$ cat config.mk
export PLATFORM = sky130hd
export DESIGN_NAME = uart_tx_buffered
export DESIGN_NICKNAME = d
export VERILOG_FILES = /design/src/rtl/uart_pkg.sv /design/src/rtl/uart_fifo.sv /design/src/rtl/uart_tx_buffered.sv
export SDC_FILE = /design/constraint.sdc
export NUM_CORES = 1
export LEC_CHECK = 0
export ABC_AREA = 0
export CORE_ASPECT_RATIO = 1.1
export CORE_MARGIN = 8
export CORE_UTILIZATION = 30
export CTS_CLUSTER_DIAMETER = 40
export DETAILED_ROUTE_END_ITERATION = 10
export PLACE_DENSITY = 0.42
export SLEW_MARGIN = 20
export SYNTH_ARGS = -nofsm -noshare
export SYNTH_HDL_FRONTEND = slang
export SYNTH_SLANG_ARGS = --single-unit
$ cat constraint.sdc
create_clock -name clk -period 8.39 [get_ports clk]
set_clock_uncertainty 0.1 [all_clocks]
set_input_delay 2.0975 -clock clk [delete_from_list [all_inputs] [get_ports clk]]
set_output_delay 2.0975 -clock clk [all_outputs]
set_load 0.02 [all_outputs]
$ cat src/rtl/uart_pkg.sv
// uart_pkg: shared FSM states and timing helpers for the buffered UART transmitter
package uart_pkg;
  typedef enum logic [2:0] {IDLE, START, DATA, PARITY, STOP} tx_state_t;
  localparam int BIT_CNT_W = 4;
  function automatic int calc_div(input int clk_hz, input int baud);
    return (clk_hz + baud / 2) / baud;
  endfunction
endpackage

$ cat src/rtl/uart_fifo.sv
// uart_fifo: synchronous FIFO; pushes while full and pops while empty are ignored
module uart_fifo #(
  parameter int WIDTH = 8,
  parameter int DEPTH = 16
) (
  input  logic                     clk,
  input  logic                     rst,
  input  logic                     push,
  input  logic                     pop,
  input  logic [WIDTH-1:0]         wdata,
  output logic [WIDTH-1:0]         rdata,
  output logic                     full,
  output logic                     empty,
  output logic [$clog2(DEPTH):0]   level
);
  localparam int AW = $clog2(DEPTH);
  logic [WIDTH-1:0] mem [DEPTH];
  logic [AW-1:0] wr_ptr, rd_ptr;
  logic do_push, do_pop;
  assign do_push = push && !full;
  assign do_pop = pop && !empty;
  assign full = level == (AW+1)'(DEPTH);
  assign empty = level == '0;
  assign rdata = mem[rd_ptr];
  always_ff @(posedge clk) begin
    if (!rst) begin
      wr_ptr <= '0;
      rd_ptr <= '0;
      level <= '0;
    end else begin
      if (do_push) wr_ptr <= wr_ptr + 1'b1;
      if (do_pop) rd_ptr <= rd_ptr + 1'b1;
      level <= level + (AW+1)'(do_push) - (AW+1)'(do_pop);
    end
  end
  always_ff @(posedge clk) if (do_push) mem[wr_ptr] <= wdata;
endmodule

$ cat src/rtl/uart_tx_buffered.sv
// uart_tx_buffered: FIFO-fronted UART transmitter; define UART_TX_PARITY_EN to add a parity bit
module uart_tx_buffered import uart_pkg::*; #(
  parameter int CLK_HZ     = 100_000_000,
  parameter int BAUD       = 9600,
  parameter int DATA_BITS  = 8,
  parameter int STOP_BITS  = 1,
  parameter int DEPTH      = 16,
  parameter int PARITY_ODD = 0
) (
  input  logic                   clk,
  input  logic                   rst,
  input  logic                   send,
  input  logic [DATA_BITS-1:0]   data,
  output logic                   ready,
  output logic                   tx,
  output logic                   busy,
  output logic [$clog2(DEPTH):0] level,
  output logic                   overflow
);
  localparam int DIV = calc_div(CLK_HZ, BAUD);
  localparam int CW = $clog2(DIV);
  tx_state_t state;
  logic [CW-1:0] cnt;
  logic [BIT_CNT_W-1:0] idx;
  logic [DATA_BITS-1:0] shreg, fifo_out;
  logic full, empty, tick, frame_end, pop;
  assign tick = cnt == '0;
  assign frame_end = state == STOP && tick && idx == BIT_CNT_W'(STOP_BITS - 1);
  // back-to-back frames: the pop at the end of STOP skips IDLE entirely
  assign pop = !empty && (state == IDLE || frame_end);
  assign ready = !full;
  assign busy = state != IDLE || level != '0;
  uart_fifo #(.WIDTH(DATA_BITS), .DEPTH(DEPTH)) u_fifo (
    .clk(clk),
    .rst(rst),
    .push(send),
    .pop(pop),
    .wdata(data),
    .rdata(fifo_out),
    .full(full),
    .empty(empty),
    .level(level)
  );
`ifdef UART_TX_PARITY_EN
  logic par;
`else
  logic unused_parity;
  assign unused_parity = PARITY_ODD != 0;
`endif
  always_ff @(posedge clk) begin
    if (!rst) begin
      state <= IDLE;
      tx <= 1'b1;
      cnt <= '0;
      idx <= '0;
      shreg <= '0;
      overflow <= 1'b0;
`ifdef UART_TX_PARITY_EN
      par <= 1'b0;
`endif
    end else begin
      overflow <= send && full;
      cnt <= (state == IDLE || tick) ? CW'(DIV - 1) : cnt - 1'b1;
      if (pop) begin
        state <= START;
        tx <= 1'b0;
        shreg <= fifo_out;
`ifdef UART_TX_PARITY_EN
        par <= ^fifo_out ^ (PARITY_ODD != 0);
`endif
      end else if (tick && state != IDLE) begin
        case (state)
          START: begin
            state <= DATA;
            tx <= shreg[0];
            shreg <= shreg >> 1;
            idx <= '0;
          end
          DATA: begin
            if (idx == BIT_CNT_W'(DATA_BITS - 1)) begin
`ifdef UART_TX_PARITY_EN
              state <= PARITY;
              tx <= par;
`else
              state <= STOP;
              tx <= 1'b1;
              idx <= '0;
`endif
            end else begin
              tx <= shreg[0];
              shreg <= shreg >> 1;
              idx <= idx + 1'b1;
            end
          end
          PARITY: begin
            state <= STOP;
            tx <= 1'b1;
            idx <= '0;
          end
          STOP: begin
            if (frame_end) state <= IDLE;
            else idx <= idx + 1'b1;
          end
          default: state <= IDLE;
        endcase
      end
    end
  end
endmodule
Yosys cells after proc, flatten, opt, wreduce, memory -nomap -nowiden
Memories as Yosys holds them, arrays and structs flattened. A register that Yosys moved wholly into a read port is not among the register bits.
Index checks and enable logic that the tools add are counted.
{"block": "op_classes", "reduce_logical": 30, "eq_ne": 12, "n_mux": 21, "bitwise_logic": 2, "n_addsub": 6}
{"operator": "$mux W8", "n": 3}
{"operator": "$mux W4", "n": 4}
{"operator": "$pmux W8 S2", "n": 1}
{"operator": "$logic_not A14 Y1", "n": 1}
{"operator": "$mux W14", "n": 1}
{"operator": "$sub A14 B1 Y14 const B", "n": 1}
{"operator": "$add A4 B1 Y4 const B", "n": 3}
{"operator": "$pmux W3 S4", "n": 1}
{"operator": "$pmux W4 S3", "n": 1}
{"operator": "$ne A3 B2 Y1 const B", "n": 3}
{"operator": "$reduce_and A3 Y1", "n": 3}
{"operator": "$reduce_bool A3 Y1", "n": 3}
{"operator": "$logic_and A1 B1 Y1", "n": 7}
{"operator": "$mux W1", "n": 7}
{"operator": "$eq A3 B2 Y1 const B", "n": 2}
{"operator": "$mux W3", "n": 2}
{"operator": "$ne A2 B2 Y1 const B", "n": 3}
{"operator": "$reduce_or A2 Y1", "n": 3}
{"operator": "$add A5 B1 Y5", "n": 1}
{"operator": "$eq A5 B5 Y1 const B", "n": 1}
{"operator": "$logic_not A5 Y1", "n": 1}
{"operator": "$reduce_bool A5 Y1", "n": 1}
{"operator": "$sub A5 B1 Y5", "n": 1}
{"operator": "$eq A4 B3 Y1 const B", "n": 1}
{"operator": "12 further kinds", "n": 16}
{"block": "word_totals", "n_memories": 1, "out_inout_bits": 9, "elab_cells": 83, "mem_bits_rw": 128, "register_bits": 44, "inputBits": 11}
{"name": "u_fifo.mem", "depth": 16, "width": 8, "read_ports": 1, "rd_clocked_by_memory_dff": 1, "write_ports": 1, "line_no": "uart_fifo.sv:17", "rtl": "logic [WIDTH-1:0] mem [DEPTH];"}

Longest topological paths before layout
Gate-level depths: netlist of run 1.
{"block": "depth", "ltp_word": 8, "ltp_mapped": 17, "depth_no_buf": 16}

By module
A second synthesis of run 1 with hierarchy kept.
{"block": "unflattened", "hier_cells": 484, "hier_area_um2": 7337.0}
{"module": "uart_fifo", "cells_per_inst": 306, "seq_area_each_um2": 4184.0, "n_inst": 1, "area_each_um2": 5831.8}
{"module": "uart_tx_buffered", "cells_per_inst": 178, "seq_area_each_um2": 620.6, "n_inst": 1, "area_each_um2": 1505.2}

Worst setup path before layout of run 1
Ideal clock, no wire load.
{"block": "synth_path", "path_kind": "in2reg", "from": "in send", "to": "mem u_fifo.mem[3][0], enable pin", "path_slack_ns": 4.646, "arrival_time_ns": 3.261, "cell_stages": 4, "path_buffers": 1, "setup_ns": 0.383, "required_time_ns": 7.907, "cell_sequence": "nor2b_1 > clkbuf_1 > nand2_1 > nor3_1"}
{"block": "synth_via", "elab_chain_cells": 3}
{"element": "start, declared", "line_no": "uart_tx_buffered.sv:12", "rtl": "input logic send,"}
{"element": "$logic_and A1 B1 Y1", "line_no": "uart_fifo.sv:20", "rtl": "assign do_push = push && !full;"}
{"element": "via u_fifo.do_push", "line_no": "uart_fifo.sv:19", "rtl": "logic do_push, do_pop;"}
{"element": "$mux W1", "line_no": "uart_fifo.sv:36", "rtl": "always_ff @(posedge clk) if (do_push) mem[wr_ptr] <= wdata;"}
{"element": "$mux W1 (not written as such)", "line_no": "uart_fifo.sv:36"}
{"element": "end, declared", "line_no": "uart_fifo.sv:17"}
The timed path passes the listed nets, and every way through them passes these cells.

Worst setup path in the final report of run 1
{"block": "layout_path", "from": "reg u_fifo.level[2]", "to": "out busy"}
{"block": "layout_via", "elab_chain_cells": 2}
{"element": "start, declared", "line_no": "uart_fifo.sv:14", "rtl": "output logic [$clog2(DEPTH):0] level"}
{"element": "start signal, assigned", "line_no": "uart_fifo.sv:33", "rtl": "level <= level + (AW+1)'(do_push) - (AW+1)'(do_pop);"}
{"element": "$reduce_bool A5 Y1", "line_no": "uart_tx_buffered.sv:32", "rtl": "assign busy = state != IDLE || level != '0;"}
{"element": "$logic_or A1 B1 Y1", "line_no": "uart_tx_buffered.sv:32"}
{"element": "end, declared", "line_no": "uart_tx_buffered.sv:16", "rtl": "output logic busy,"}
Every way passes these cells.

==> results of run 1 <==
layout make-up:
class,count,area share (%)
clock buffers,17,5.084
clock inverters,14,1.705
inverters,22,0.9870
multi-input cells,262,27.59
flip-flops and latches,176,57.44
well taps,305,4.561
repair buffers,23,2.632
logic make-up after synthesis:
logic type | Yosys count | synth area share, %
AOI/OAI and AO/OA | 63 | 6.476
xor gates and xnor gates | 16 | 1.929
adders and majority gates | 16 | 2.859
buffers and inverters | 45 | 2.411
DFF | 176 | 66.14
muxes | 42 | 11.13
and+or+nand+nor | 125 | 9.060
flip-flops by register name (all words and copies together) (netlist names), named ones only:
signal / count
shreg: 8
state: 3
cnt: 14
u_fifo.rd_ptr: 4
idx: 4
u_fifo.wr_ptr: 4
u_fifo.level: 5
u_fifo.mem: 128
tx: 1
overflow: 1
critical path, stage by stage (launching register included):
cell             delay, ns
dfxtp_1               0.34
inv_1                 0.09
ha_1                  0.17
nor4b_1               0.53
nand2_1               0.13
clkdlybuf4s50_1       0.57
metrics by stage:
step	power (µW)	utilization [%]	setup slack, ns	area, µm²
2_1_floorplan	1587	-	4.646	7264
3_3_place_gp	1767	32.83	3.348	7779
3_5_place_dp	1780	32.85	3.326	7784
4_1_cts	2553	35.24	3.791	8352
5_1_grt	2665	35.31	3.692	8367
6_report	2512	35.31	3.952	8367
synthesized netlist by cell type (all sizes together), types with 3 or more instances:
master	count	area share (%)
inv	21	1.1
clkbuf	15	0.78
buf	8	0.50
or3	5	0.43
ha	15	2.6
nor4	4	0.76
nand3b	3	0.31
nor3	7	0.48
nor2b	4	0.34
a22oi	14	1.4
a21oi	18	1.2
xor2	5	0.60
nand2	26	1.3
edfxtp	128	53
xnor2	11	1.3
mux2i	11	1.5
nand2b	8	0.69
o21ai	6	0.41
mux4	31	9.6
dfxtp	48	13
a21o	3	0.31
nor2	48	2.5
nand3	6	0.41
a211oi	10	1.7
power breakdown:
group | total, µW | switching, µW | internal (µW)
combinational | 672 | 374 | 298
clock | 766 | 370 | 395
sequential | 1070 | 64.8 | 1010
total | 2510 | 809 | 1700
worst min-delay path by stage:
stage | startpoint | to | cells after the start
finish | cnt[0]$_SDFF_PP0_ | cnt[0]$_SDFF_PP0_ | 1
global route | cnt[0]$_SDFF_PP0_ | cnt[0]$_SDFF_PP0_ | 1
CTS | cnt[0]$_SDFF_PP0_ | cnt[0]$_SDFF_PP0_ | 1
detailed placement | cnt[0]$_SDFF_PP0_ | cnt[0]$_SDFF_PP0_ | 1
global placement | cnt[0]$_SDFF_PP0_ | cnt[0]$_SDFF_PP0_ | 1
floorplan | cnt[0]$_SDFF_PP0_ | cnt[0]$_SDFF_PP0_ | 1
per-layer routing:
layer  wire length (µm)  global-route usage, %  vias to the layer above
met3                534                  2.572                       11
li1                   -                      -                     1860
met4                195                  3.719                        0
met5                  0                      0                        -
met2               8063                  19.53                       64
met1               6845                  13.81                     1980
cells in the final DEF, fill, tap and decap left out, drive strengths merged, types with 7 or more instances in the layout:
cell type	netlist	routed
clkbuf	15	17
inv	21	30
nand2	26	26
a21oi	18	18
clkdlybuf4s50	0	19
nor3	7	7
xnor2	11	11
dfxtp	48	48
a211oi	10	10
ha	15	15
nand2b	8	8
edfxtp	128	128
mux4	31	31
mux2i	11	11
nor2	48	48
a22oi	14	14
==> results.sh, run 1 <==
export IMPL_status="finished clean"
export IMPL_leakage_uw=0.002713
export IMPL_diodes=0
export IMPL_rsz0062_at_grt="no"
export IMPL_clk_latency_ns=0.43
export IMPL_ctsResizeCount=0
export IMPL_cp_max_fo=3
export IMPL_multi_input_area_mm2=0.002308
export IMPL_tightest_slew_ns=0.9597
export IMPL_powerDensity_mw_per_mm2=300.2
export IMPL_synth_avg_cell_area_um2=15.04
export IMPL_antenna_found_initial=0
export IMPL_std_cell_rows=59
export IMPL_root_buffer="clkbuf_16"
export IMPL_ctsHoldBuffers=0
export IMPL_startpoint="u_fifo.level[2]$_SDFF_PN0_"
export IMPL_cp_end_kind="output port"
export IMPL_syn_nets=510
export IMPL_maxSlewHeadroom_pct=35.89
export IMPL_whs_ns=0.3631
export IMPL_drtIter0Drc=241
export IMPL_rr_endpoint="u_fifo.level[4]$_SDFF_PN0_"
export IMPL_period_share_pct=52.90
export IMPL_clock_sinks=176
export IMPL_numPortBuffers=19
export IMPL_drive_gt1_share_pct=16.93
export IMPL_crit_required_ns=6.19
export IMPL_fillCellCount=2272
export IMPL_drt_first_pass_iters=4
export IMPL_dp_cells=788
export IMPL_htreeDepth=4
export IMPL_routed_wl_um=15640
export IMPL_die_h_um=179.2
export IMPL_synth_cells=483
export IMPL_synth_seq_area_share_pct=66.14
export IMPL_slew_viol_final=0
export IMPL_yosys_warnings=0
export IMPL_setup_viol=0
export IMPL_fin_crit_ns=4.438
export IMPL_clock_path_buffers=2
export IMPL_start_kind="register"
export IMPL_r2r_slack_ns=4.91
export IMPL_clk_pin_slew_ns=0.07
export IMPL_seqCellArea_mm2=0.004806
export IMPL_die_w_um=164.4
export IMPL_r2r_start="u_fifo.level[2]$_SDFF_PN0_"
export IMPL_timing_worst_setup_path_type="reg -> out"
export IMPL_nets=529
export IMPL_synth_enable_flop_cells=128
export IMPL_grt_pass1_wl_um=24520
export IMPL_core_mm2=0.02370
export IMPL_fin_setup_tns_ns=0
export IMPL_post_route_drc_count=0
export IMPL_synth_seq_cells=176
export IMPL_cts_buffers=17
export IMPL_worst_hold_path_type="reg -> reg"
export IMPL_track_usage_pct=11.34
export IMPL_worstPathArrival_ns=2.24
export IMPL_ff2ff_path_depth=17
export IMPL_via_per_inst=4.780
export IMPL_post_cts_buffers=0
export IMPL_start_util_pct=30.66
export IMPL_ant_nets=0
export IMPL_max_freq_ghz=0.2253
export IMPL_crit_end="busy"
export IMPL_cts_tree="done"
export IMPL_peakVddDrop_mv=0.1173
export IMPL_finalNonFillerCells=819
export IMPL_syn_cell_area_mm2=0.007264
export IMPL_overflow=0
export IMPL_vias=3915
export IMPL_dp_hpwl_um=10350
export IMPL_grt_max_degree=34
export IMPL_synthFlopType="edfxtp_1"
export IMPL_yosys_cell_types_count=53
export IMPL_ys_async_sr_fraction_pct=0
export IMPL_hold_violations=0
export IMPL_gp_congestion=0.7186
export IMPL_area_growth_pct=15.17
export IMPL_first_global_vias=4178
export IMPL_drv_cap=0
export IMPL_ios=20
export IMPL_wl_per_cell_um=19.10
export IMPL_die_area_mm2=0.02946
No activity file was read; power rests on OpenSTA's default activity.
==> inputs of run 2 (changes only) <==
==> constraint.sdc (replaced) <==
create_clock -name clk -period 4.52 [get_ports clk]
set_clock_uncertainty 0.1 [all_clocks]
set_input_delay 1.13 -clock clk [delete_from_list [all_inputs] [get_ports clk]]
set_output_delay 1.13 -clock clk [all_outputs]
set_load 0.02 [all_outputs]
==> run 2 against run 1 <==
Compared with the run above: die area unchanged; final cell count increased by 0.61%; power rose by 86%; critical path type unchanged.
==> results.sh, run 2 (synthesis gave the netlist of run 1 again) <==
export IMPL_layout_commonest_cell="edfxtp_1"
export IMPL_clk_pin_slew_ns=0.07
export IMPL_max_freq_ghz=0.2934
export IMPL_hp_start="cnt[0]$_SDFF_PP0_"
export IMPL_ant_nets=0
export IMPL_dp_hpwl_um=10760
export IMPL_routed_wl_um=15750
export IMPL_root_buffer="clkbuf_16"
export IMPL_clk_latency_ns=0.43
export IMPL_tightest_slew_ns=0.8198
export IMPL_r2r_slack_ns=1.45
export IMPL_diodes=0
export IMPL_fin_setup_tns_ns=0
export IMPL_core_mm2=0.02370
export IMPL_hold_violations=0
export IMPL_antenna_found_initial=0
export IMPL_drtIter0Drc=202
export IMPL_hold_depth=1
export IMPL_start_kind="register"
export IMPL_hold_end="cnt[0]$_SDFF_PP0_"
export IMPL_die_h_um=179.2
export IMPL_cp_slowest_cell="clkdlybuf4s50_1"
export IMPL_overflow=0
export IMPL_peakVddDrop_mv=0.2365
export IMPL_std_cell_rows=59
export IMPL_drt_first_pass_iters=4
export IMPL_die_w_um=164.4
export IMPL_final_cell_mix="128 x edfxtp_1, 48 x nor2_1, 47 x dfxtp_1, 31 x mux4_2, 26 x nand2_1"
export IMPL_slew_viol_final=0
export IMPL_htreeDepth=4
export IMPL_top_regs="u_fifo.mem x128, cnt x14, shreg x8"
export IMPL_area_growth_pct=15.24
export IMPL_cp_cell_sequence="inv_1 -> ha_1 -> nor4b_1 -> nand2_1 -> clkdlybuf4s50_1"
export IMPL_post_route_drc_count=0
export IMPL_cp_slowest_stage_delay_ns=0.57
export IMPL_ff2ff_path_depth=16
export IMPL_grt_max_degree=34
export IMPL_ctsHoldBuffers=0
export IMPL_cp_end_kind="output port"
export IMPL_gp_congestion=0.7451
export IMPL_nets=533
export IMPL_cts_buffers=17
export IMPL_post_cts_buffers=0
export IMPL_powerDensity_mw_per_mm2=556.9
export IMPL_grt_pass1_wl_um=24900
export IMPL_finalPower_uw=4663
export IMPL_numPortBuffers=19
export IMPL_fin_crit_ns=3.408
export IMPL_die_area_mm2=0.02946
export IMPL_start_util_pct=30.66
export IMPL_cp_max_fo=3
export IMPL_ios=20
export IMPL_leakage_uw=0.002704
export IMPL_status="finished clean"
export IMPL_track_usage_pct=11.37
export IMPL_cts_tree="done"
export IMPL_maxSlewHeadroom_pct=45.15
export IMPL_rsz0062_at_grt="no"
export IMPL_first_global_vias=4270
export IMPL_timing_worst_setup_path_type="reg -> out"
export IMPL_via_per_inst=4.873
export IMPL_rr_endpoint="u_fifo.level[4]$_SDFF_PN0_"
export IMPL_period_share_pct=75.41
export IMPL_wl_per_cell_um=19.11
export IMPL_ctsResizeCount=0
export IMPL_largest_register_ffs=128
export IMPL_clock_path_buffers=2
export IMPL_crit_required_ns=3.29
export IMPL_drive_gt1_share_pct=16.38
export IMPL_worstPathArrival_ns=2.18
export IMPL_drv_cap=0
export IMPL_r2r_start="u_fifo.level[3]$_SDFF_PN0_"
export IMPL_setup_viol=0
export IMPL_vias=4015
export IMPL_worst_hold_path_type="reg -> reg"
export IMPL_clock_sinks=176
export IMPL_largest_register="u_fifo.mem"
## run 2: changes by cell type in the layout (fill, tap and decap cells not counted), sizes merged
| cell | before | now |
|---|---|---|
| buf | 4 | 8 |
| bufinv | 0 | 1 |
| clkinv | 6 | 7 |
| clkbuf | 17 | 18 |
| inv | 30 | 26 |
| clkinvlp | 0 | 2 |
## run 2: worst max path at each step
stage,end,startpoint,cells after the start
floorplan,u_fifo.level[4]$_SDFF_PN0_,u_fifo.level[3]$_SDFF_PN0_,17
CTS,busy,u_fifo.level[3]$_SDFF_PN0_,5
finish,busy,u_fifo.level[3]$_SDFF_PN0_,5
detailed placement,u_fifo.mem[7][2]$_DFFE_PP_,send,5
global placement,u_fifo.mem[8][2]$_DFFE_PP_,send,5
global route,busy,u_fifo.level[3]$_SDFF_PN0_,5
## run 2: layout make-up
class | instances | area (µm²)
flip-flops and latches | 176 | 4808
multi-input cells | 262 | 2288
repair buffers | 27 | 250.2
fillers | 2225 | 15320
inverters | 22 | 82.58
clock inverters | 14 | 131.4
clock buffers | 18 | 429.2
well taps | 305 | 381.6
## run 2: worst max-delay path, delay by kind of cell (launching register included)
kind,cells,cell delay (ns)
adder cells (fa/ha/maj),1,0.15
AND/OR/NAND/NOR,2,0.61
flip-flops,1,0.34
buffers and inverters,2,0.66
## run 2: metrics by stage
stage | hold WS (ns) | utilization [%] | instance area [µm²] | setup WS [ns] | std cells
floorplan | 0.3234 | - | 7264 | 1.243 | 483
global placement | 0.3477 | 32.95 | 7809 | 1.251 | 792
detailed placement | 0.3518 | 32.96 | 7811 | 1.236 | 792
CTS | 0.3679 | 35.33 | 8372 | 1.019 | 824
global route | 0.3993 | 35.33 | 8372 | 0.9212 | 824
finish | 0.3623 | 35.33 | 8372 | 1.112 | 824
## run 2: power by group
group | total, µW | switching [µW] | internal [µW]
Sequential | 2050 | 178 | 1870
Clock | 1420 | 651 | 769
Combinational | 1190 | 632 | 558
Total | 4660 | 1460 | 3200
## run 2: routing by layer
metal  vias up  part of all wire [%]  track usage [%]  wire length, µm
met5         -                     0                0                0
met4         0                  0.95            3.043              150
met3        11                   3.1            3.055              486
met2        58                    50            19.35             7853
met1      2080                    46            14.00             7258
li1       1866                     -                -                -
